### config.mk
export PLATFORM = sky130hd
export DESIGN_NAME = spi_sram_master
export DESIGN_NICKNAME = d
export VERILOG_FILES = /design/src/rtl/spi_sram_master.sv
export SDC_FILE = /design/constraint.sdc
export NUM_CORES = 1
export LEC_CHECK = 0
export CORE_ASPECT_RATIO = 0.6
export CORE_MARGIN = 2
export CORE_UTILIZATION = 44
export CTS_BUF_LIST = sky130_fd_sc_hd__clkbuf_16
export CTS_CLUSTER_SIZE = 16
export DETAILED_ROUTE_END_ITERATION = 10
export HOLD_SLACK_MARGIN = 0.1
export PLACE_DENSITY_LB_ADDON = 0.08
export SETUP_SLACK_MARGIN = 0.02
export SLEW_MARGIN = 20
export SYNTH_ARGS = -nofsm -noshare
export SYNTH_HDL_FRONTEND = slang
export SYNTH_SLANG_ARGS = --single-unit
### constraint.sdc
create_clock -name clk -period 6.4 [get_ports clk]
set_input_delay 1.28 -clock clk [delete_from_list [all_inputs] [get_ports clk]]
set_output_delay 1.28 -clock clk [all_outputs]
set_load 0.005 [all_outputs]
### src/rtl/spi_sram_master.sv
// spi_sram_master
//   Single-byte SPI SRAM master, SPI mode 0, MSB first. Converts CPU-side
//   memory requests into READ (0x03) / WRITE (0x02) frames of
//   cmd + 24-bit address + data byte, then issues CS_DELAY trailing sck
//   pulses with cs_n high so the downstream slave can retire its frame.
//
//   Optional feature macro: SPI_SRAM_FAST_READ_EN
//     defined   -> reads use FAST READ 0x0B + 8 dummy bits (48-bit frame)
//     undefined -> reads use READ 0x03 (40-bit frame)
//
// Ports
//   clk, rst                 system clock, asynchronous active-high reset
//   req_valid/req_ready      request handshake (ready only while idle)
//   req_wr/req_addr/req_wdata request fields, sampled at accept only
//   rsp_valid                one-clk pulse at end of every frame
//   rsp_rdata                read data, held until the next read completes
//   busy                     inverse of req_ready
//   spi_sck/spi_cs_n/spi_mosi/spi_miso  SPI bus (outputs all registered)
module spi_sram_master #(
  parameter int CLK_DIV  = 2,
  parameter int CS_DELAY = 3
) (
  input  logic        clk,
  input  logic        rst,
  input  logic        req_valid,
  output logic        req_ready,
  input  logic        req_wr,
  input  logic [23:0] req_addr,
  input  logic [7:0]  req_wdata,
  output logic        rsp_valid,
  output logic [7:0]  rsp_rdata,
  output logic        busy,
  output logic        spi_sck,
  output logic        spi_cs_n,
  output logic        spi_mosi,
  input  logic        spi_miso
);

`ifdef SPI_SRAM_FAST_READ_EN
  localparam logic [7:0] RD_CMD  = 8'h0B;
  localparam int         RD_BITS = 48;
`else
  localparam logic [7:0] RD_CMD  = 8'h03;
  localparam int         RD_BITS = 40;
`endif
  localparam logic [7:0] WR_CMD  = 8'h02;
  localparam int         WR_BITS = 40;

  localparam int DIV_W = (CLK_DIV > 1) ? $clog2(CLK_DIV) : 1;
  localparam int GAP_W = (CS_DELAY > 1) ? $clog2(CS_DELAY) : 1;
  localparam logic [DIV_W-1:0] DIV_LOAD = DIV_W'(CLK_DIV - 1);
  localparam logic [GAP_W-1:0] GAP_LOAD = GAP_W'(CS_DELAY - 1);

  typedef enum logic [2:0] {
    S_IDLE, S_SETUP, S_SHIFT, S_END, S_GAP
  } state_t;

  state_t            state_reg, state_next;
  logic [DIV_W-1:0]  div_cnt_reg, div_cnt_next;
  logic [5:0]        bit_cnt_reg, bit_cnt_next;
  logic [GAP_W-1:0]  gap_cnt_reg, gap_cnt_next;
  logic [47:0]       tx_reg, tx_next;
  logic [7:0]        rx_reg, rx_next;
  logic              wr_reg, wr_next;
  logic              sck_reg, sck_next;
  logic              cs_n_reg, cs_n_next;
  logic              mosi_reg, mosi_next;
  logic              rsp_valid_reg, rsp_valid_next;
  logic [7:0]        rdata_reg, rdata_next;
  logic              tick;

  always_ff @(posedge clk or posedge rst) begin
    if (rst) begin
      state_reg     <= S_IDLE;
      div_cnt_reg   <= '0;
      bit_cnt_reg   <= '0;
      gap_cnt_reg   <= '0;
      tx_reg        <= '0;
      rx_reg        <= '0;
      wr_reg        <= 1'b0;
      sck_reg       <= 1'b0;
      cs_n_reg      <= 1'b1;
      mosi_reg      <= 1'b0;
      rsp_valid_reg <= 1'b0;
      rdata_reg     <= '0;
    end else begin
      state_reg     <= state_next;
      div_cnt_reg   <= div_cnt_next;
      bit_cnt_reg   <= bit_cnt_next;
      gap_cnt_reg   <= gap_cnt_next;
      tx_reg        <= tx_next;
      rx_reg        <= rx_next;
      wr_reg        <= wr_next;
      sck_reg       <= sck_next;
      cs_n_reg      <= cs_n_next;
      mosi_reg      <= mosi_next;
      rsp_valid_reg <= rsp_valid_next;
      rdata_reg     <= rdata_next;
    end
  end

  // One tick per sck half-period; the divider only runs while a frame or
  // its trailer is in progress.
  assign tick = (state_reg != S_IDLE) && (div_cnt_reg == '0);

  always_comb begin
    state_next     = state_reg;
    div_cnt_next   = div_cnt_reg;
    bit_cnt_next   = bit_cnt_reg;
    gap_cnt_next   = gap_cnt_reg;
    tx_next        = tx_reg;
    rx_next        = rx_reg;
    wr_next        = wr_reg;
    sck_next       = sck_reg;
    cs_n_next      = cs_n_reg;
    mosi_next      = mosi_reg;
    rsp_valid_next = 1'b0;
    rdata_next     = rdata_reg;

    if (state_reg != S_IDLE)
      div_cnt_next = tick ? DIV_LOAD : div_cnt_reg - 1'b1;

    case (state_reg)
      S_IDLE: begin
        if (req_valid) begin
          state_next   = S_SETUP;
          div_cnt_next = DIV_LOAD;
          cs_n_next    = 1'b0;
          wr_next      = req_wr;
          // Reads pad with zeros: dummy byte (fast read) and data slot.
          tx_next      = req_wr ? {WR_CMD, req_addr, req_wdata, 8'h00}
                                : {RD_CMD, req_addr, 16'h0000};
          mosi_next    = tx_next[47];
          bit_cnt_next = req_wr ? 6'(WR_BITS - 1) : 6'(RD_BITS - 1);
        end
      end
      S_SETUP, S_SHIFT: begin
        if (tick) begin
          if (!sck_reg) begin
            // Rising edge: sample miso; the last bit ends the frame.
            sck_next   = 1'b1;
            rx_next    = {rx_reg[6:0], spi_miso};
            state_next = (bit_cnt_reg == '0) ? S_END : S_SHIFT;
          end else begin
            // Falling edge: present the next bit.
            sck_next     = 1'b0;
            tx_next      = {tx_reg[46:0], 1'b0};
            mosi_next    = tx_reg[46];
            bit_cnt_next = bit_cnt_reg - 1'b1;
          end
        end
      end
      S_END: begin
        if (tick) begin
          sck_next       = 1'b0;
          cs_n_next      = 1'b1;
          mosi_next      = 1'b0;
          rsp_valid_next = 1'b1;
          if (!wr_reg)
            rdata_next = rx_reg;
          gap_cnt_next = GAP_LOAD;
          state_next   = S_GAP;
        end
      end
      S_GAP: begin
        if (tick) begin
          if (!sck_reg) begin
            sck_next = 1'b1;
          end else begin
            sck_next = 1'b0;
            if (gap_cnt_reg == '0)
              state_next = S_IDLE;
            else
              gap_cnt_next = gap_cnt_reg - 1'b1;
          end
        end
      end
      default: state_next = S_IDLE;
    endcase
  end

  assign req_ready = (state_reg == S_IDLE);
  assign busy      = ~req_ready;
  assign rsp_valid = rsp_valid_reg;
  assign rsp_rdata = rdata_reg;
  assign spi_sck   = sck_reg;
  assign spi_cs_n  = cs_n_reg;
  assign spi_mosi  = mosi_reg;

endmodule

==> flow_summary.json <==
{
  "status": "completed",
  "final_hold_viol_count": 0,
  "start_util": 0.458,
  "min_path_type": "register to register",
  "drc_errors": 0,
  "place.gp.congestion": 0.804,
  "stdcell_area_sq_mm": 0.00451,
  "regToRegEndpoint": "tx_reg[23]",
  "fp.dieW_um": 122,
  "htree_levels": 3,
  "antenna_found_initial": 0,
  "endpoint_kind": "register",
  "drt_iter0_drc": 119,
  "synth-seq-cells": 72,
  "hold_buffers": 0,
  "setup.worst_path.start": "state_reg[2]",
  "clkTransAtPathRegs_ns": 0.05,
  "areaGrowthSynthToFinish_pct": 23.4,
  "drv_slew": 0,
  "path_cells": "nor3_1 -> inv_1 -> ha_1 -> nand2_1 -> nor3b_1 -> o21a_2 -> mux2_2",
  "power.density_mw_per_mm2": 223,
  "grt_overflow_total": 0,
  "nNetsFinal": 380,
  "synthCells": 293,
  "drtAntennaViolNets": 0,
  "io_pins": 51,
  "dr.pass1.iters": 4,
  "numPortBuffers": 50,
  "yosys_warnings": 0,
  "critPathMaxStageDelay_ns": 0.87,
  "rr_worst_depth": 7,
  "grt_pass1_wl_um": 11700,
  "clk_latency_ns": 0.33,
  "async_reset_ff_frac": 1.00,
  "power_mw": 1.01,
  "largest_reg_flops": 39,
  "synth_flop_cell": "dfrtp_1",
  "setup_tns_ns": 0,
  "dpl_cell_area_sq_mm": 0.00420,
  "multi_input_area_sq_mm": 0.00167,
  "grt_use_total": 0.172,
  "crit_arrival_ns": 3.71,
  "die-area_sq_mm": 0.00907,
  "final_core_util": 0.565,
  "first_global_vias": 2311,
  "leakagePower_nw": 1.98,
  "cts_tree": "yes",
  "period_share": 0.547,
  "finalCriticalPeriod_ns": 3.50,
  "grt_max_degree": 50,
  "seq_area_sq_mm": 0.00180,
  "synth_edf_count": 0,
  "vias_per_cell": 5.18,
  "cts.sinks": 72,
  "die_height_um": 74.6,
  "cts_buffers": 9,
  "synth-seq-area-share": 0.494,
  "critical_path.slowest_cell": "o21a_2",
  "r2r-start": "state_reg[2]",
  "rsz0062_at_grt": "no",
  "synth_area_per_cell_sq_um": 12.5,
  "dp.cells": 436,
  "drive_above_1_share": 0.288,
  "r2r_setup_slack_ns": 2.90,
  "critPathKind": "register to register",
  "fin_skew_ns": 0.00552,
  "layout.cells.non_filler": 452,
  "worstMarginPinSlew_ns": 1.03,
  "vdd_drop_max_uv": 155,
  "antenna_cells": 0,
  "hold_ws_ns": 0.500,
  "routedWlPerCell_um": 15.6,
  "cts_root_buf": "clkbuf_16",
  "synth_fp_nets": 334,
  "cts.path.max_buffers": 2,
  "rows": 25,
  "fillers": 691,
  "cp_num_buf_inv": 1,
  "fmax_mhz": 286,
  "path_delay_family": "compound AO/OA/AOI/OAI gates",
  "ys_types": 42,
  "pre_cts_slack_ns": 2.82,
  "finalWorstSetupSlack_ns": 2.90,
  "cp_max_fo": 41,
  "postCtsSetupRepairBufs": 0,
  "cap_violations": 0,
  "path_depth": 7,
  "totalWireLength_um": 7030,
  "synthesis.area_sq_mm": 0.00365,
  "num_vias": 2341,
  "finalSetupViolCount": 0,
  "dp_hpwl_um": 4660,
  "crit_required_ns": 6.61,
  "core_sq_mm": 0.00798,
  "cts_resized": 0,
  "endpoint": "tx_reg[23]",
  "startpoint_type": "register",
  "max_slew_margin": 0.316
}
## cells by family after synthesis
logic type / synth area share
AO/OA/AOI/OAI: 0.0524
AND/OR/NAND/NOR: 0.0894
flip-flops: 0.494
buffers and inverters: 0.0483
multiplexers: 0.298
adder cells (fa/ha/maj): 0.0137
XOR/XNOR: 0.00445
## how the worst min path moves through the flow
stage               cells past startpoint           start        endpoint  slack (ns)
CTS                                     1      tx_reg[13]      tx_reg[13]        0.50
finish                                  1      tx_reg[13]      tx_reg[13]        0.50
global placement                        1      tx_reg[13]      tx_reg[13]        0.48
detailed placement                      1      tx_reg[13]      tx_reg[13]        0.49
floorplan                               1  bit_cnt_reg[5]  bit_cnt_reg[5]        0.46
global route                            1       rx_reg[7]    rsp_rdata[7]        0.52
## Yosys cell counts, drive strengths merged (2+ instances only)
library cell,instances,area (sq um)
mux2,76,938
dfrtp,71,1780
inv,20,75.1
mux2i,15,150
nand2,15,56.3
buf,10,75.1
nor2,10,40.0
clkbuf,7,26.3
nand3,7,35.0
nor3,6,30.0
a21oi,4,20.0
ha,4,50.1
nand2b,4,25.0
nor3b,4,30.0
o21ai,4,20.0
a31oi,3,18.8
nand4,3,18.8
nor4,3,18.8
o41ai,3,33.8
and3,2,12.5
nor2b,2,12.5
o211ai,2,15.0
o21a,2,15.0
o31ai,2,15.0
## power breakdown
| group | internal (mW) | leakage, nW | switching (mW) | total, mW |
|---|---|---|---|---|
| Combinational | 0.0222 | 0.871 | 0.0146 | 0.0368 |
| Clock | 0.334 | 0.161 | 0.175 | 0.509 |
| Sequential | 0.458 | 0.949 | 0.00180 | 0.460 |
| Total | 0.815 | 1.98 | 0.191 | 1.01 |
## metal layers
layer,part of all wire,global-route usage,vias up
li1,-,-,1128
met1,0.52,0.249,1164
met2,0.41,0.233,45
met3,0.056,0.0660,4
met4,0.0073,0.0651,0
met5,0,0,-
## layout by cell type (no fill, tap or decap), types with 2 or more instances in the layout
cell type,n
o31ai_1,2
a31oi_1,3
mux2_2,54
inv_1,22
and3_1,2
dfrtp_1,71
nand2b_1,4
nor3_1,6
mux2i_1,15
nand3_1,7
mux2_4,22
o21ai_0,4
clkbuf_16,9
o41ai_1,2
nor2_1,9
bufinv_16,2
a21oi_1,4
nor3b_1,4
buf_4,2
nor4_1,3
clkdlybuf4s50_1,50
nand4_1,3
nor2b_1,2
nand2_1,15
o211ai_1,2
ha_1,4
## area by class of cell
type                       count  share of cell area
clock buffer                   9              0.0500
sequential                    72               0.400
multi-input combinational    184               0.371
timing repair buffer          52               0.114
clock inverter                 7              0.0178
inverter                      20              0.0167
tap                          108              0.0300
Power figures use the tool's default switching activity.
